<file path="src/rtl/rst_seq_pkg.sv">
// Shared types and sizing helpers for the reset sequencer.
// No logic; constants only.
// Imported by rst_sequencer.
package rst_seq_pkg;

    typedef enum logic [2:0] {
        ASSERT = 3'd0,
        SEQ    = 3'd1,
        RUN    = 3'd2,
        HOLD   = 3'd3,
        DONE   = 3'd4
    } rst_seq_state_e;

    localparam int STAT_W = 8;

    // Counter must hold the larger of the two stage lengths without wrapping.
    function automatic int CNT_W(input int stage_dly, input int soft_hold);
        int m;
        m = (stage_dly > soft_hold) ? stage_dly : soft_hold;
        return $clog2(m + 1);
    endfunction

endpackage

</file>
<file path="src/rtl/rst_sync.sv">
// Reset deassertion synchronizer: assertion is immediate, release takes SYNC_STAGES edges.
// Latency: SYNC_STAGES rising edges from reset_n release to sync_rst_n high.
// Backpressure: none.
module rst_sync #(
    parameter int SYNC_STAGES = 2
) (
    input  logic clk,
    input  logic reset_n,
    output logic sync_rst_n
);

    logic [SYNC_STAGES-1:0] chain_q;

    always_ff @(posedge clk or negedge reset_n) begin
        if (!reset_n) begin
            chain_q <= '0;
        end else begin
            chain_q <= {chain_q[SYNC_STAGES-2:0], 1'b1};
        end
    end

    assign sync_rst_n = chain_q[SYNC_STAGES-1];

endmodule

</file>
<file path="src/rtl/rst_sequencer.sv">
// Releases NUM_OUT downstream resets in ascending order, STAGE_DLY edges apart; soft reset via 4-phase req/ack.
// Latency: bit i rises SYNC_STAGES + (i+1)*STAGE_DLY edges after reset_n release (SOFT_HOLD + (i+1)*STAGE_DLY after a soft request).
// Backpressure: soft_rst_req is only sampled in RUN; ack holds until req drops. RST_SEQ_STATUS_EN adds soft_rst_cnt.
module rst_sequencer
    import rst_seq_pkg::*;
#(
    parameter int NUM_OUT     = 4,
    parameter int STAGE_DLY   = 16,
    parameter int SYNC_STAGES = 2,
    parameter int SOFT_HOLD   = 8
) (
    input  logic               clk,
    input  logic               reset_n,
    input  logic               soft_rst_req,
    output logic               soft_rst_ack,
    output logic [NUM_OUT-1:0] rst_n_out,
    output logic               all_released,
`ifdef RST_SEQ_STATUS_EN
    output logic [STAT_W-1:0]  soft_rst_cnt,
`endif
    output logic               busy
);

    localparam int CW    = CNT_W(STAGE_DLY, SOFT_HOLD);
    localparam int IDX_W = (NUM_OUT > 1) ? $clog2(NUM_OUT) : 1;

    localparam logic [CW-1:0]    STAGE_LAST = CW'(STAGE_DLY - 1);
    localparam logic [CW-1:0]    HOLD_LAST  = CW'(SOFT_HOLD - 1);
    localparam logic [IDX_W-1:0] LAST_IDX   = IDX_W'(NUM_OUT - 1);

    logic sync_rst_n;

    rst_seq_state_e     state_q, state_d;
    logic [CW-1:0]      cnt_q, cnt_d;
    logic [CW-1:0]      seq_cnt;
    logic [IDX_W-1:0]   idx_q, idx_d;
    logic [NUM_OUT-1:0] out_q, out_d;
    logic               soft_q, soft_d;

    rst_sync #(
        .SYNC_STAGES (SYNC_STAGES)
    ) u_rst_sync (
        .clk        (clk),
        .reset_n    (reset_n),
        .sync_rst_n (sync_rst_n)
    );

    always_ff @(posedge clk or negedge reset_n) begin
        if (!reset_n) begin
            state_q <= ASSERT;
            cnt_q   <= '0;
            idx_q   <= '0;
            out_q   <= '0;
            soft_q  <= 1'b0;
        end else begin
            state_q <= state_d;
            cnt_q   <= cnt_d;
            idx_q   <= idx_d;
            out_q   <= out_d;
            soft_q  <= soft_d;
        end
    end

    always_comb begin
        state_d = state_q;
        cnt_d   = cnt_q;
        idx_d   = idx_q;
        out_d   = out_q;
        soft_d  = soft_q;
        // The edge that first sees sync_rst_n high is the first delay cycle of stage 0.
        seq_cnt = (state_q == ASSERT) ? '0 : cnt_q;

        case (state_q)
            ASSERT, SEQ: begin
                if (state_q == SEQ || sync_rst_n) begin
                    if (seq_cnt == STAGE_LAST) begin
                        out_d[idx_q] = 1'b1;
                        cnt_d        = '0;
                        if (idx_q == LAST_IDX) begin
                            idx_d   = '0;
                            state_d = soft_q ? DONE : RUN;
                        end else begin
                            idx_d   = idx_q + IDX_W'(1);
                            state_d = SEQ;
                        end
                    end else begin
                        cnt_d   = seq_cnt + CW'(1);
                        state_d = SEQ;
                    end
                end
            end
            RUN: begin
                if (soft_rst_req) begin
                    state_d = HOLD;
                    out_d   = '0;
                    cnt_d   = '0;
                    idx_d   = '0;
                    soft_d  = 1'b1;
                end
            end
            HOLD: begin
                if (cnt_q == HOLD_LAST) begin
                    state_d = SEQ;
                    cnt_d   = '0;
                    idx_d   = '0;
                end else begin
                    cnt_d = cnt_q + CW'(1);
                end
            end
            DONE: begin
                if (!soft_rst_req) begin
                    state_d = RUN;
                    soft_d  = 1'b0;
                end
            end
            default: begin
                state_d = ASSERT;
            end
        endcase
    end

    assign rst_n_out    = out_q;
    assign all_released = &out_q;
    assign busy         = (state_q != RUN);
    assign soft_rst_ack = (state_q == DONE);

`ifdef RST_SEQ_STATUS_EN
    logic [STAT_W-1:0] stat_q;

    always_ff @(posedge clk or negedge reset_n) begin
        if (!reset_n) begin
            stat_q <= '0;
        end else if (state_q != DONE && state_d == DONE && stat_q != {STAT_W{1'b1}}) begin
            stat_q <= stat_q + STAT_W'(1);
        end
    end

    assign soft_rst_cnt = stat_q;
`endif

endmodule

</file>
<file path="config.mk">
export PLATFORM = sky130hd
export DESIGN_NAME = rst_sequencer
export DESIGN_NICKNAME = d
export VERILOG_FILES = /design/src/rtl/rst_seq_pkg.sv /design/src/rtl/rst_sync.sv /design/src/rtl/rst_sequencer.sv
export SDC_FILE = /design/constraint.sdc
export NUM_CORES = 1
export LEC_CHECK = 0
export CAP_MARGIN = 10
export CORE_MARGIN = 3
export CORE_UTILIZATION = 30
export CTS_CLUSTER_SIZE = 20
export DETAILED_ROUTE_END_ITERATION = 8
export DONT_BUFFER_PORTS = 1
export SETUP_SLACK_MARGIN = 0.3
export SYNTH_ARGS = -nofsm -noshare
export SYNTH_HDL_FRONTEND = slang
export SYNTH_HIERARCHICAL = 1
export SYNTH_SLANG_ARGS = --single-unit
</file>
<file path="constraint.sdc">
create_clock -name clk -period 4.4 [get_ports clk]
set_input_delay 0.44 -clock clk [delete_from_list [all_inputs] [get_ports clk]]
set_output_delay 0.44 -clock clk [all_outputs]
set_load 0.02 [all_outputs]
</file>
Word-level counts from Yosys, hierarchy flattened
Cells that the tools add are included.
Storage, ports and cells
  register bits after elaboration: 17
  logic and storage cells: 67
Operators by class
  add/sub/neg operators: 3
  $lt $le $gt $ge: 2
  equal/unequal tests: 13
  multiplexer cells: 29
  bitwise logic cells: 1
  reduce and logical (&&, ||, !) cells: 13
Operators with widths (number)
  5-bit two-way mux: 5
  3-bit two-way mux: 7
  5-bit one-hot mux with 3 select lines: 1
  4-bit two-way mux: 3
  3-bit one-hot mux with 4 select lines: 1
  4-bit AND reduction: 3
  5-bit by 1-bit adder with 5-bit output (second input constant): 2
  2-bit two-way mux: 5
  2-bit inequality test (second input constant): 5
  4-bit one-hot mux with 2 select lines: 1
  3-bit by 2-bit == test with 1-bit output (second input constant): 2
  2-bit one-hot mux with 3 select lines: 1
  3-bit AND reduction: 2
  5-bit by 3-bit == test with 1-bit output (second input constant): 1
  5-bit by 4-bit == test with 1-bit output (second input constant): 1
  5-bit AND reduction: 1
  4-bit bitwise OR: 1
  2-bit nonzero test: 2
  3-bit by 1-bit == test with 1-bit output (second input constant): 1
  3-bit == test (second input constant): 1
  3-bit logical NOT: 1
  2-bit by 3-bit < comparator with 1-bit output (second input constant): 1
  1-bit two-way mux: 3
  3-bit by 2-bit inequality test with 1-bit output (second input constant): 1
  other kinds (9): 9

Logic depth before layout (Yosys ltp)
  word-level depth: 8
  mapped depth: 10

By module
The synthesis kept the hierarchy.
By module, submodules not included
  rst_sequencer: instances 1, cells each 104, area an instance 987.2 um^2, seq. area each 375.4 um^2
  rst_sync: instances 1, cells each 3, area an instance 53.8 um^2, seq. area each 50.0 um^2

Least setup slack after synthesis
No wires, ideal clock.
  path type: reg2reg
  start point: reg state_q[1]
  end point: reg state_q[1]
  library setup time: 0.126 ns
  data arrival time: 1.873 ns
  required time: 4.274 ns
  path slack: 2.401 ns
  stages on the path, launching flop included: 11
  buffers on the path: 2
  cells stage by stage: dfrtp_1 -> buf_6 -> or2_1 -> buf_6 -> nor2_1 -> nor2_1 -> ha_1 -> and4b_1 -> nand2_1 -> nor4b_1 -> o32a_1
Between the ends
  word-level cells in the longest chain between the ends: 6
  elaborated cells between the ends (all ways): 17
  those cells by class: eq/ne: 9; mux: 4; reduce/logical: 4
Ends and longest elaborated chain
  start: declaration: line rst_sequencer.sv:33  | rst_seq_state_e state_q, state_d;
  start signal: assignment: line rst_sequencer.sv:56  | state_q <= state_d;
  3-bit logical NOT: line rst_sequencer.sv:71, rst_sequencer.sv:73
  5-bit two-way mux: line rst_sequencer.sv:71  | seq_cnt = (state_q == ASSERT) ? '0 : cnt_q;
  5-bit by 4-bit == test with 1-bit output: line rst_sequencer.sv:76  | if (seq_cnt == STAGE_LAST) begin
  3-bit two-way mux: line rst_sequencer.sv:76
  3-bit two-way mux: line rst_sequencer.sv:75  | if (state_q == SEQ || sync_rst_n) begin
  3-bit one-hot mux with 4 select lines: line rst_sequencer.sv:73  | case (state_q)
Several ways; a longest one is shown, not always the timed one. The select of a mux whose other input is x is not followed.
A chain may end at the register's enable or synchronous reset.

Final worst setup path
  start point: reg state_q[2]
  end point: reg state_q[1]
Same word-level chain as after synthesis.

==> run_results.csv <==
group,metric,value,unit
worst_setup_path,reg2regPathDepth,8,
clocking,cts_buffers,3,
clocking,cts_resized,0,
power,power_frac_clock,13.4,%
layout,area_growth_syn_to_layout,4.57,%
power,p_total,0.707,mW
worst_setup_path,cp_max_fo,11,
yosys,synthAdderAreaFrac,7.21,%
status,status,"complete, no violations",
floorplan,ioPinCount,10,
worst_setup_path,regToRegStartpoint,"state_q[2]",
yosys,synth_largest_area_cell,"dfrtp_1",
clocking,insertion_delay,0.31,ns
sta,setup-tns-final,0,ns
yosys,yosys_warnings,6,
power,leakage,0.455,nW
detailed_routing,ant_nets,0,
detailed_routing,finalWirelength,2150,um
yosys,ys_seq_area_share,40.9,%
worst_setup_path,slowest_delay,0.55,ns
floorplan,dieHeight,64.9,um
worst_setup_path,r2r-end,"state_q[1]",
floorplan,core_area,3180,um^2
floorplan,die_w,64.9,um
worst_setup_path,critical_path.endpoint,"state_q[1]",
sta,whs,0.258,ns
layout,fillers,348,
worst_setup_path,cp_data_arrival_time,2.51,ns
yosys,ys_types,37,
power,p_seq_share,45.4,%
sta,slew_violations,0,
power,pwr_density_cell,650,nW/um^2
sta,setup_violations,0,
detailed_routing,post_drt_wl_per_cell,14.3,um
min_path,hp-class,"in2reg",
power,switching_share,45.6,%
floorplan,die-area,4210,um^2
job,drv_cap,0,
sta,hold_violations,0,
yosys,synth_mux_area_share,3.37,%
place,gp_congestion,0.843,
clocking,htreeDepth,1,
yosys,synth-simple-area-share,22.7,%
clocking,clock-sinks,17,
layout,antenna_cells,0,
yosys,synth_seq_cells,17,
worst_setup_path,worstSetupStartpoint,"state_q[2]",
floorplan,rows,20,
worst_setup_path,worstSetupPathType,"reg2reg",
clocking,post-cts-setup-buffer-count,0,
sta,timing.final.crit_share,51.2,%
power,p_sw,0.323,mW
yosys,syn-cell-area,1040,um^2
worst_setup_path,worst-endpoint-required,4.65,ns
detailed_routing,drc,0,
detailed_routing,drtIter0Drc,44,
grt,track_usage,11.6,%
worst_setup_path,regToRegSetupSlack,2.15,ns
clocking,root_buffer,"clkbuf_4",
detailed_routing,via_per_inst,5.09,
grt,gr-total-overflow,0,
place,io_buffers,0,
worst_setup_path,start_kind,"flip-flop",
clocking,clk_path_buf_depth,2,
yosys,synth_compound_area_share,18.3,%
yosys,synthTopCellsByArea,"dfrtp_1, ha_1, nor2_1",
sta,fin_crit,2.25,ns
yosys,synth_top_area_share,40.9,%
grt,antenna_found_initial,0,
sta,clock_skew,0.00871,ns
power,combPwrFrac,41.2,%
place,dp.final_hpwl,1540,um
sta,tightest_slew,0.772,ns
grt,grt_max_degree,18,
yosys,synth_top_family_by_area,"simple AND/OR/NAND/NOR gates",
yosys,synth_xor_area_share,0.841,%
worst_setup_path,cp_slowest_cell,"dfrtp_1",
power,power.internal,0.385,mW
yosys,synthesis.nets,116,
grt,grt_pass1_wl,3750,um
sta,fmax,444,MHz
worst_setup_path,path_cells,"or2_1, nor2_1, nor2b_1, ha_1, and4b_1, nand2_1, nor4b_1, o32a_1",
clocking,cts_tree,"yes",
grt,grt_pass1_vias,791,
sta,rsz0062_at_grt,"false",
floorplan,start_util,32.8,%
detailed_routing,num_vias,763,
yosys,syn-instance-count,107,
layout,drive_above_1_share,10.4,%
yosys,syn_area_per_cell,9.73,um^2
power,peakVddDrop,0.285,mV
sta,slew_headroom,48.4,%
layout,nNetsFinal,116,
worst_setup_path,endpoint_kind,"flip-flop",
clocking,clk_pin_slew,0.11,ns
detailed_routing,drt-pass1-iter-count,4,
==> Yosys cell counts (all sizes together) <==
cell,n
o32a,1
and4bb,1
or2,2
o21ai,6
a221oi,1
o21bai,1
ha,6
nor3,2
o211ai,1
conb,1
nand2,3
inv,5
nand3b,1
mux2i,2
nand3,3
xor2,1
clkbuf,1
mux2,1
and4b,1
nor2b,1
o22ai,4
nor3b,1
o221ai,2
nand2b,3
a32o,2
a21o,1
buf,5
dfrtp,17
and3,1
nor4b,2
a21oi,9
nor2,18
and4,1
==> sequential cells by signal, indices dropped and copies added, names as in the netlist <==
signal              cells
cnt_q                   5
rst_n_out               4
u_rst_sync/chain_q      2
idx_q                   2
state_q                 3
soft_q                  1
==> power groups by stage <==
stage / registers [mW] / logic [mW] / clock network, mW
detailed placement: 0.323 / 0.287 / 0
global placement: 0.322 / 0.283 / 0
global route: 0.330 / 0.334 / 0.108
finish: 0.321 / 0.291 / 0.0950
floorplan: 0.283 / 0.282 / 0
CTS: 0.320 / 0.293 / 0.0976
==> cell type report <==
class	instances	area [um^2]	area share (%)
well taps	44	55.1	5.06
clock inverters	1	7.51	0.690
repair buffers	1	10.0	0.920
clock buffers	3	22.5	2.07
flip-flops and latches	17	425	39.1
inverters	5	18.8	1.72
multi-input cells	79	549	50.5
==> per-stage QoR <==
| stage | utilization, % | instances | instance area (um^2) | setup slack, ns |
|---|---|---|---|---|
| final | 34.3 | 150 | 1090 | 2.15 |
| after global routing | 34.3 | 150 | 1090 | 1.97 |
| after CTS | 34.3 | 150 | 1090 | 2.17 |
| after detailed placement | 33.0 | 145 | 1050 | 2.22 |
| after global placement | 33.0 | 145 | 1050 | 2.28 |
| after floorplan | - | 107 | 1040 | 2.40 |
==> cells by family (layout without fill, tap and decap cells) <==
kind of cell | Yosys count | after routing
fa+ha+maj | 6 | 6
flops | 17 | 17
simple gates | 40 | 40
buf+inv | 11 | 10
mux | 3 | 3
other cells | 1 | 1
compound gates | 28 | 28
xor+xnor | 1 | 1
==> placed cells by master (no fill, tap or decap), drive strengths merged, types with 2 or more instances in the layout <==
cell type	synthesis	layout
a21oi	9	9
a32o	2	2
clkbuf	1	3
dfrtp	17	17
ha	6	6
inv	5	5
mux2i	2	2
nand2	3	3
nand2b	3	3
nand3	3	3
nor2	18	18
nor3	2	2
nor4b	2	2
o21ai	6	6
o221ai	2	2
o22ai	4	4
or2	2	2
==> critical path: cells and delay by family (launching register included) <==
| family | cells | cell delay [ns] |
|---|---|---|
| flip-flops | 1 | 0.55 |
| AND/OR/NAND/NOR | 6 | 1.20 |
| adder cells (fa/ha/maj) | 1 | 0.25 |
| AO/OA/AOI/OAI | 1 | 0.20 |
==> worst min-delay path by stage <==
stage | to | from | depth (start not counted)
after floorplan | cnt_q[0] | reset_n | 0
after global routing | state_q[2] | soft_rst_req | 1
after CTS | state_q[2] | soft_rst_req | 1
final | state_q[2] | soft_rst_req | 1
after detailed placement | cnt_q[2] | reset_n | 0
after global placement | cnt_q[2] | reset_n | 0
==> routing by layer <==
| layer | track usage (%) | part of all wire, % | vias up |
|---|---|---|---|
| li1 | - | - | 376 |
| met1 | 16.3 | 51 | 366 |
| met2 | 16.9 | 43 | 17 |
| met3 | 3.81 | 4.9 | 4 |
| met4 | 3.17 | 0.98 | 0 |
| met5 | 0 | 0 | - |
==> timing repair <==
item,in CTS,in global routing
hold buffers,1,0
endpoints found under the setup margin,0,0
hold endpoints to repair,17,0
Note: power is estimated with default switching activity, not from simulation.
